File: src/rtl/alu_share_arbiter_pkg.sv
`default_nettype none
// ============================================================================
// Module   : alu_arb_pkg
// Brief    : Shared constants and helpers for the ALU share arbiter.
// Revision : 1.0
// ============================================================================
package alu_arb_pkg;

    localparam logic [0:0] ST_IDLE = 1'b0;
    localparam logic [0:0] ST_BUSY = 1'b1;

    localparam int c_default_n        = 16;
    localparam int c_default_max_hold = 16;

    // Widest request vector onehot_to_idx can encode.
    localparam int c_idx_vec_w = 256;

    function automatic logic [31:0] onehot_to_idx(input logic [c_idx_vec_w-1:0] oh);
        logic [31:0] idx;
        idx = '0;
        for (int i = 0; i < c_idx_vec_w; i++) begin
            if (oh[i]) begin
                idx = idx | 32'(i);
            end
        end
        return idx;
    endfunction

endpackage : alu_arb_pkg
`default_nettype wire

File: src/rtl/alu_share_arbiter_if.sv
`default_nettype none
// ============================================================================
// Module   : alu_share_arbiter_if
// Brief    : Requester/ALU-steering bus between requesters and the arbiter.
// Revision : 1.0
// ============================================================================
interface alu_share_arbiter_if #(
    parameter int N = 16
);
    localparam int IDW = $clog2(N);

    logic [N-1:0]   req;
    logic           done;
    logic [N-1:0]   gnt;
    logic           gnt_valid;
    logic [IDW-1:0] gnt_id;
    logic           start;
    logic           timeout;

    modport master (
        output req,
        output done,
        input  gnt,
        input  gnt_valid,
        input  gnt_id,
        input  start,
        input  timeout
    );

    modport slave (
        input  req,
        input  done,
        output gnt,
        output gnt_valid,
        output gnt_id,
        output start,
        output timeout
    );

endinterface : alu_share_arbiter_if
`default_nettype wire

File: src/rtl/alu_share_arbiter_msb_pick.sv
`default_nettype none
// ============================================================================
// Module   : msb_pick
// Brief    : Combinational one-hot of the most significant set bit.
// Revision : 1.0
// ============================================================================
module msb_pick #(
    parameter int N = 16
) (
    input  wire logic [N-1:0] i_vec,
    output logic      [N-1:0] o_onehot
);

    logic w_found;

    always_comb begin
        o_onehot = '0;
        w_found  = 1'b0;
        for (int i = N - 1; i >= 0; i--) begin
            if (i_vec[i] && !w_found) begin
                o_onehot[i] = 1'b1;
                w_found     = 1'b1;
            end
        end
    end

endmodule : msb_pick
`default_nettype wire

File: src/rtl/alu_share_arbiter.sv
`default_nettype none
// ============================================================================
// Module   : alu_share_arbiter
// Brief    : Round-robin, MSB-first arbiter time-sharing one multi-cycle ALU.
// Revision : 1.0
// ============================================================================
module alu_share_arbiter
    import alu_arb_pkg::*;
#(
    parameter int N        = c_default_n,
    parameter int MAX_HOLD = c_default_max_hold
) (
    input wire logic           clk,
    input wire logic           rst_n,
    alu_share_arbiter_if.slave bus
);

    localparam int IDW     = $clog2(N);
    localparam int c_cnt_w = $clog2(MAX_HOLD);

    logic [0:0]         r_state,     w_state_nxt;
    logic [c_cnt_w-1:0] r_hold_cnt,  w_hold_cnt_nxt;
    logic [N-1:0]       r_prio_mask, w_prio_mask_nxt;
    logic [N-1:0]       r_gnt,       w_gnt_nxt;
    logic [IDW-1:0]     r_gnt_id,    w_gnt_id_nxt;
    logic               r_start,     w_start_nxt;
    logic               r_timeout,   w_timeout_nxt;

    logic [N-1:0]       w_masked;
    logic [N-1:0]       w_pick_masked;
    logic [N-1:0]       w_pick_full;
    logic [N-1:0]       w_win;
    logic [IDW-1:0]     w_win_idx;

    assign w_masked = bus.req & r_prio_mask;

    msb_pick #(.N(N)) u_pick_masked (
        .i_vec    (w_masked),
        .o_onehot (w_pick_masked)
    );

    msb_pick #(.N(N)) u_pick_full (
        .i_vec    (bus.req),
        .o_onehot (w_pick_full)
    );

    // An empty masked set wraps the rotation back to the full request vector.
    assign w_win     = (|w_masked) ? w_pick_masked : w_pick_full;
    assign w_win_idx = IDW'(onehot_to_idx(c_idx_vec_w'(w_win)));

    always_comb begin
        w_state_nxt     = r_state;
        w_hold_cnt_nxt  = r_hold_cnt;
        w_prio_mask_nxt = r_prio_mask;
        w_gnt_nxt       = r_gnt;
        w_gnt_id_nxt    = r_gnt_id;
        w_start_nxt     = 1'b0;
        w_timeout_nxt   = 1'b0;

        case (r_state)
            ST_IDLE: begin
                w_gnt_nxt      = '0;
                w_hold_cnt_nxt = '0;
                if (|bus.req) begin
                    w_gnt_nxt       = w_win;
                    w_gnt_id_nxt    = w_win_idx;
                    w_start_nxt     = 1'b1;
                    w_state_nxt     = ST_BUSY;
                    // One-hot minus one sets exactly the bits below the winner.
                    w_prio_mask_nxt = w_win - N'(1);
                end
            end
            ST_BUSY: begin
                w_hold_cnt_nxt = r_hold_cnt + c_cnt_w'(1);
                if (bus.done) begin
                    w_gnt_nxt      = '0;
                    w_hold_cnt_nxt = '0;
                    w_state_nxt    = ST_IDLE;
                end else if (r_hold_cnt == c_cnt_w'(MAX_HOLD - 1)) begin
                    w_gnt_nxt      = '0;
                    w_hold_cnt_nxt = '0;
                    w_timeout_nxt  = 1'b1;
                    w_state_nxt    = ST_IDLE;
                end
            end
            default: begin
                w_gnt_nxt      = '0;
                w_hold_cnt_nxt = '0;
                w_state_nxt    = ST_IDLE;
            end
        endcase
    end

    always_ff @(posedge clk) begin
        if (!rst_n) begin
            r_state     <= ST_IDLE;
            r_hold_cnt  <= '0;
            r_prio_mask <= '1;
            r_gnt       <= '0;
            r_gnt_id    <= '0;
            r_start     <= 1'b0;
            r_timeout   <= 1'b0;
        end else begin
            r_state     <= w_state_nxt;
            r_hold_cnt  <= w_hold_cnt_nxt;
            r_prio_mask <= w_prio_mask_nxt;
            r_gnt       <= w_gnt_nxt;
            r_gnt_id    <= w_gnt_id_nxt;
            r_start     <= w_start_nxt;
            r_timeout   <= w_timeout_nxt;
        end
    end

    assign bus.gnt       = r_gnt;
    assign bus.gnt_valid = |r_gnt;
    assign bus.gnt_id    = r_gnt_id;
    assign bus.start     = r_start;
    assign bus.timeout   = r_timeout;

endmodule : alu_share_arbiter
`default_nettype wire

File: src/flat_wrapper.sv
// flat-port wrapper written by rule: the top's interface ports become plain ports
module alu_share_arbiter_flat import alu_arb_pkg::*;
#(
    parameter int N        = c_default_n,
    parameter int MAX_HOLD = c_default_max_hold
)
  (clk, rst_n, bus_req, bus_done, bus_gnt, bus_gnt_valid, bus_gnt_id, bus_start, bus_timeout);
  alu_share_arbiter_if #(.N(N)) bus_i ();
  input wire logic clk;
  input wire logic rst_n;
  input wire logic [$bits(bus_i.req)-1:0] bus_req;
  input wire logic [$bits(bus_i.done)-1:0] bus_done;
  output wire logic [$bits(bus_i.gnt)-1:0] bus_gnt;
  output wire logic [$bits(bus_i.gnt_valid)-1:0] bus_gnt_valid;
  output wire logic [$bits(bus_i.gnt_id)-1:0] bus_gnt_id;
  output wire logic [$bits(bus_i.start)-1:0] bus_start;
  output wire logic [$bits(bus_i.timeout)-1:0] bus_timeout;
  assign bus_i.req = bus_req;
  assign bus_i.done = bus_done;
  assign bus_gnt = bus_i.gnt;
  assign bus_gnt_valid = bus_i.gnt_valid;
  assign bus_gnt_id = bus_i.gnt_id;
  assign bus_start = bus_i.start;
  assign bus_timeout = bus_i.timeout;
  alu_share_arbiter #(.N(N), .MAX_HOLD(MAX_HOLD)) u_core (.clk(clk), .rst_n(rst_n), .bus(bus_i));
endmodule
File: config.mk
export PLATFORM = sky130hd
export DESIGN_NAME = alu_share_arbiter_flat
export DESIGN_NICKNAME = d
export VERILOG_FILES = /design/src/rtl/alu_share_arbiter_pkg.sv /design/src/rtl/alu_share_arbiter_if.sv /design/src/rtl/alu_share_arbiter_msb_pick.sv /design/src/rtl/alu_share_arbiter.sv /design/src/flat_wrapper.sv
export SDC_FILE = /design/constraint.sdc
export NUM_CORES = 1
export LEC_CHECK = 0
export CORE_MARGIN = 2
export CORE_UTILIZATION = 58
export CTS_BUF_LIST = sky130_fd_sc_hd__clkbuf_4
export CTS_CLUSTER_DIAMETER = 30
export DETAILED_ROUTE_END_ITERATION = 7
export PLACE_DENSITY = 0.94
export SLEW_MARGIN = 15
export SYNTH_ARGS = -nofsm -noshare
export SYNTH_HDL_FRONTEND = slang
export SYNTH_SLANG_ARGS = --single-unit
File: constraint.sdc
create_clock -name clk -period 9.72 [get_ports clk]
set_clock_uncertainty 0.05 [all_clocks]
set_input_delay 2.43 -clock clk [delete_from_list [all_inputs] [get_ports clk]]
set_output_delay 2.43 -clock clk [all_outputs]
set_load 0.02 [all_outputs]
# After elaboration in Yosys (flattened, before gate mapping)
# Index checks and enable logic that the tools add are counted.
[word_totals]
register_bits = 43
in_bits = 19
output_inout_bits = 23
word_cells = 168
[op_classes]
addsub = 2
n_eq_ne = 2
muxes = 88
bitwise = 3
reduce_logical = 66
[ops]
columns = ["cell", "count"]
rows = [
  ["$mux W1", 65],
  ["$mux W16", 4],
  ["$reduce_or A16 Y1", 3],
  ["$mux W4", 10],
  ["$pmux W16 S2", 1],
  ["$logic_and A1 B1 Y1", 30],
  ["$logic_not A1 Y1", 30],
  ["$and A16 B16 Y16", 1],
  ["$sub A16 B1 Y16 const B", 1],
  ["$mux W3", 4],
  ["$pmux W4 S2", 1],
  ["$add A4 B1 Y4 const B", 1],
  ["$eq A4 B4 Y1 const B", 1],
  ["$mux W2", 2],
  ["$ne A3 B3 Y1 const B", 1],
  ["$reduce_or A3 Y1", 1],
  ["$not A1 Y1", 2],
  ["$pmux W1 S2", 1],
  ["$reduce_and A2 Y1", 1],
  ["$reduce_or A2 Y1", 1],
]

# Logic depth before layout (Yosys ltp)
[logic_depth]
ltp_word = 63
ltp_mapped = 11
depth_no_buf = 11

# Cells and area by module
# A second synthesis with hierarchy kept.
[unflattened]
cells_unflattened = 365
hier_area_um2 = 3093.0
[by_module_without_submodules]
columns = ["module", "instances", "cells_per_inst", "area_per_inst_um2", "seq_area_each_um2"]
rows = [
  ["alu_share_arbiter", 1, 303, 2570.0, 860.8],
  ["msb_pick", 2, 31, 261.5, 0.0],
]

# Worst setup path after synthesis
# OpenSTA, ideal clock, no wires.
[synth_timing]
kind = "input-to-reg"
startpoint = "in bus_req[7]"
endpoint = "reg u_core.r_prio_mask[14]"
setup_ns = 0.149
arrival_ns = 4.746
required_ns = 9.521
slack_ns = 4.775
stages = 11
n_path_buf = 0
path_cell_list = "a222oi_1 -> nand3b_2 -> nor4_1 -> a32o_1 -> nand2_1 -> ha_1 -> o41ai_1 -> a31oi_1 -> nand4b_4 -> a41o_1 -> a311oi_1"
[synth_via]
elab_chain_len = 26
word_cells_on_any_way = 66
classes_between = "add/sub: 1; mux: 31; bitwise: 1; reduce/logical: 33"
[synth_rtl]
columns = ["item", "line_no", "source"]
rows = [
  ["start, declared", "flat_wrapper.sv:11", "input wire logic [$bits(bus_i.req)-1:0] bus_req;"],
  ["$and A16 B16 Y16", "alu_share_arbiter.sv:35", "assign w_masked = bus.req & r_prio_mask;"],
  ["$logic_and A1 B1 Y1", "alu_share_arbiter_msb_pick.sv:20", "if (i_vec[i] && !w_found) begin"],
  ["$mux W1", "alu_share_arbiter_msb_pick.sv:20", ""],
  ["$logic_not A1 Y1", "alu_share_arbiter_msb_pick.sv:20", ""],
  ["$logic_and A1 B1 Y1", "alu_share_arbiter_msb_pick.sv:20", ""],
  ["$mux W1", "alu_share_arbiter_msb_pick.sv:20", ""],
  ["$logic_not A1 Y1", "alu_share_arbiter_msb_pick.sv:20", ""],
  ["$logic_and A1 B1 Y1", "alu_share_arbiter_msb_pick.sv:20", ""],
  ["[10 not listed]", "n/a", ""],
  ["$logic_not A1 Y1", "alu_share_arbiter_msb_pick.sv:20", ""],
  ["$logic_and A1 B1 Y1", "alu_share_arbiter_msb_pick.sv:20", ""],
  ["$mux W1", "alu_share_arbiter_msb_pick.sv:20", ""],
  ["$logic_not A1 Y1", "alu_share_arbiter_msb_pick.sv:20", ""],
  ["$logic_and A1 B1 Y1", "alu_share_arbiter_msb_pick.sv:20", ""],
  ["$mux W1", "alu_share_arbiter_msb_pick.sv:20", ""],
  ["$mux W16", "alu_share_arbiter.sv:48", "assign w_win = (|w_masked) ? w_pick_masked : w_pick_full;"],
  ["$sub A16 B1 Y16", "alu_share_arbiter.sv:70", "w_prio_mask_nxt = w_win - N'(1);"],
  ["end signal, assigned", "alu_share_arbiter.sv:106", "r_prio_mask <= w_prio_mask_nxt;"],
  ["end, declared", "alu_share_arbiter.sv:23", "logic [N-1:0] r_prio_mask, w_prio_mask_nxt;"],
]
# Parallel ways exist; a longest one is shown, timed or not.
# A chain may end at the register's enable or synchronous reset.

# Final worst setup path
[layout_timing]
startpoint = "in bus_req[7]"
endpoint = "reg u_core.r_prio_mask[6]"
# The elaborated chain is that of the path after synthesis.

==> flow_results.org <==
** Setup path
- Maximum fanout count along the critical path :: 7
- The worst setup path is launched from a primary input.
- At the worst endpoint, the required time is 9.95 ns.
- Critical path data arrival time :: 5.95 ns
- Kind of critical path :: primary input to flop
- Sort of element at the end of the critical path :: flop

** Synth
- Dominant combinational cell family by area after synthesis :: simple AND/OR/NAND/NOR gates
- Flops & latches, synth :: 43
- Synthesized area per cell :: 8.244 um^2
- Ys async rst share :: 0%
- After synthesis the cells add up to 2185 um^2.
- When the netlist entered floorplanning its net count stood at 286.
- Syn. warnings :: 0
- Share of cell area taken by muxes after synthesis :: 0%
- Synthesis instantiated 51 different standard cells from the library.
- Sequential fraction of the synthesis area :: 39.40%
- Synth Area in Adders :: 1.145%
- Summing the areas of all compound-gate instances in the mapped netlist gives 25.14% of the synthesized area.
- Share of the synthesized netlist area taken by xor and xnor gates :: 2.005%
- Syn Inst Count :: 265
- Among all flip-flop cells after synthesis, the most frequent one is dfxtp_1.
- Yosys mapped a number of flops with a built-in enable equal to 0.
- Summing the areas of all and, or, nand and nor instances in the mapped netlist gives 30.01% of the synthesized area.

** Clock network
- The tree is rooted in a clkbuf_4.
- Total of cells resized after clock tree synthesis :: 0
- Total setup buffers inserted after CTS :: 0
- The H-tree was split into 2 levels.
- Clock sink count :: 43
- In this run, CTS created clock tree buffers numbering 5.
- For the worst-skew pair, the clock arrives at the later sink with an insertion delay of 0.37 ns.
- Hold repair after CTS inserted 0 buffers.
- In this run the deepest clock path goes through 2 buffers.
- Clock-pin slew on the worst setup and hold paths :: 0.14 ns
- Clock tree from TritonCTS :: yes

** STA
- Slew margin rel. :: 54.02%
- Fin. max-slew vios :: 0
- Based on the critical path, the design can be clocked at up to 174.8 MHz.
- Slew at the pin closest to its max-slew limit :: 0.6835 ns
- Setup violations remaining at the end of the flow were counted as 0.
- The worst path uses 58.86% of the clock period.
- Final-layout setup total negative slack :: 0 ns
- Setup slack on the critical path of the routed design comes to 3.999 ns.
- Unrepaired setup endpoints after global routing :: no
- The worst path needs 5.721 ns of the cycle, external delays included.
- Number of hold-slack violations in the final timing report :: 0

** Route
- Across all layers, the routed design uses 2335 vias.
- Using the TritonRoute via totals, the vias-per-cell ratio works out to 6.559.
- DRC violation count after routing :: 0
- Final wirelength :: 6304 um
- DR WL/cell :: 17.71 um
- Once detail routing completed, the nets flagged for antenna violations numbered 0.
- Number of design-rule violations left by the first detailed-router iteration :: 266
- First-pass detailed-route iteration total :: 5

** Die
- Once the floorplan was initialized, standard cells occupied 60.12% of the core.
- Top-level I/O count :: 42
- After floorplanning, the core was divided into 22 placement rows.
- Die X-Extent :: 65.37 um
- CORE AREA :: 3633 um^2
- The die covers 4273 um^2.
- Die height :: 65.37 um

** Global routing
- The number of antenna violations at the first check in global routing is 0.
- The first global-routing pass estimated 10240 um of wire.
- Summed over all layers, the global routing overflow is 0.
- Across every metal layer, demand over resource in global routing totals 31.20%.
- The number of global-route vias before repair is 2152.
- Entering global routing, the biggest net connects 29 pins.

** Outcome
- The run finished with clean final reports.

** Placed design
- OpenSTA, run right after detailed placement, puts the worst setup slack at 3.702 ns.
- At the end of routability-driven placement, the weighted congestion stood at 0.9405.
- HPWL after detailed placement :: 4643 um
- Count of buffers from port buffering :: 41

** Power
- Static power due to leakage :: 1.020 nW
- VDD sags by at most 0.07872 mV.
- Ratio of total power to cell area :: 142.7 nW/um^2

** Layout
- Diode insertion count for antenna repair :: 0
- The area growth from synthesis to layout is 24.68%.
- Number of nets in the layout :: 328
- Share of final-layout standard cells stronger than drive strength 1 :: 5.195%
- Number of filler instances in the final layout :: 273
- Once layout is complete, the utilization of the core stands at 74.97%.

** Flow run
- Number of maximum-capacitance violations :: 0

** Hold path
- Hold Path Class :: flop to flop
==> cells in the mapped netlist, types with 2 or more instances <==
cell	instances	area [um^2]
a22o_1	4	35.03
xor2_1	2	17.52
a32o_1	2	20.02
nand4_1	4	25.02
a22oi_1	6	45.04
ha_1	2	25.02
xnor2_1	3	26.28
o211ai_1	5	37.54
o32ai_1	2	17.52
and3_1	5	31.28
a32oi_1	2	17.52
and2_1	2	12.51
o21ai_0	18	90.09
a222oi_1	3	30.03
nor2b_1	3	18.77
dfxtp_1	43	860.8
a21boi_0	3	22.52
nand2_1	46	172.7
and4_1	3	26.28
clkbuf_1	8	30.03
o21ai_1	4	20.02
nor2_1	16	60.06
nor3_1	9	45.04
inv_1	4	15.01
nand3_1	11	55.05
o31ai_1	4	30.03
a31oi_1	3	18.77
a21oi_1	7	35.03
nor3b_1	9	67.56
nor4_1	11	68.82
==> critical path: stages <==
cell	delay (ns)
clkdlybuf4s50_1	0.51
a222oi_1	0.66
nand3b_2	0.27
nor4_1	0.64
a32o_1	0.26
nand2_1	0.14
ha_1	0.27
o41ai_1	0.07
a31oi_1	0.18
and3_1	0.29
o311ai_1	0.23
==> layout by cell type (no fill, tap or decap), types with 2 or more instances in the layout <==
| cell | n |
|---|---|
| inv_1 | 4 |
| nor3_1 | 9 |
| and4_1 | 3 |
| o21ai_1 | 4 |
| buf_4 | 3 |
| nand2_1 | 46 |
| a22oi_1 | 6 |
| dfxtp_1 | 43 |
| clkbuf_4 | 5 |
| and2_1 | 2 |
| o31ai_1 | 4 |
| ha_1 | 2 |
| a31oi_1 | 3 |
| nor4_1 | 11 |
| nor3b_1 | 9 |
| o21ai_0 | 18 |
| o211ai_1 | 5 |
| a32o_1 | 2 |
| a21boi_0 | 3 |
| xnor2_1 | 3 |
| a22o_1 | 4 |
| a222oi_1 | 3 |
| a32oi_1 | 2 |
| and3_1 | 5 |
| nor2_1 | 16 |
| clkdlybuf4s50_1 | 41 |
| nand4_1 | 4 |
| a21oi_1 | 7 |
| xor2_1 | 2 |
| o32ai_1 | 2 |
| nor2b_1 | 3 |
| nand3_1 | 11 |
==> power breakdown <==
part           internal (mW)  switching, mW
Clock                 0.0541         0.0627
Combinational         0.0322         0.0461
Sequential             0.186        0.00766
Total                  0.272          0.116
==> path summary, 6_finish.rpt <==
kind / to / startpoint / depth (start not counted) / slack [ns]
max: u_core.r_prio_mask[6] / bus_req[7] / 11 / 4.00
min: u_core.r_hold_cnt[0] / u_core.r_hold_cnt[0] / 1 / 0.42
max reg2reg: u_core.r_prio_mask[6] / u_core.r_prio_mask[4] / 10 / 6.22
min reg2reg: u_core.r_hold_cnt[0] / u_core.r_hold_cnt[0] / 1 / 0.42
==> stage by stage <==
stage                     cells  total power [mW]  instance area [um^2]  hold slack, ns
after floorplan             265            0.2392                  2185          0.3675
after CTS                   356            0.3851                  2724          0.4206
after detailed placement    348            0.2734                  2643          0.3966
after global routing        356            0.4025                  2724          0.4486
final                       356            0.3888                  2724          0.4227
after global placement      348            0.2713                  2643          0.3850
==> routing by layer <==
| layer | global-route usage, % | wire length, um |
|---|---|---|
| met1 | 42.58 | 2624 |
| met2 | 48.34 | 2796 |
| met3 | 4.623 | 679 |
| met4 | 15.10 | 204 |
| met5 | 0 | 0 |
==> cell type report <==
class / count / area (um^2) / share of cell area (%)
inverters: 4 / 15.01 / 0.5512
clock buffers: 5 / 37.54 / 1.378
flip-flops and latches: 43 / 860.8 / 31.60
multi-input cells: 209 / 1274 / 46.76
repair buffers: 44 / 432.9 / 15.89
clock inverters: 3 / 43.79 / 1.608
well taps: 48 / 60.06 / 2.205
==> registers in the layout (all words and copies together), names as in the netlist <==
signal              count
u_core.r_prio_mask     16
u_core.bus.gnt         16
u_core.bus.gnt_id       4
u_core.r_hold_cnt       4
u_core.bus.start        1
u_core.bus.timeout      1
u_core.r_state          1
==> kinds of logic after synthesis <==
kind of cell    count (synthesis)
xor+xnor                        5
flops                          43
compound gates                 76
fa+ha+maj                       2
buf+inv                        13
simple gates                  126
No activity file was read; power rests on OpenSTA's default activity.
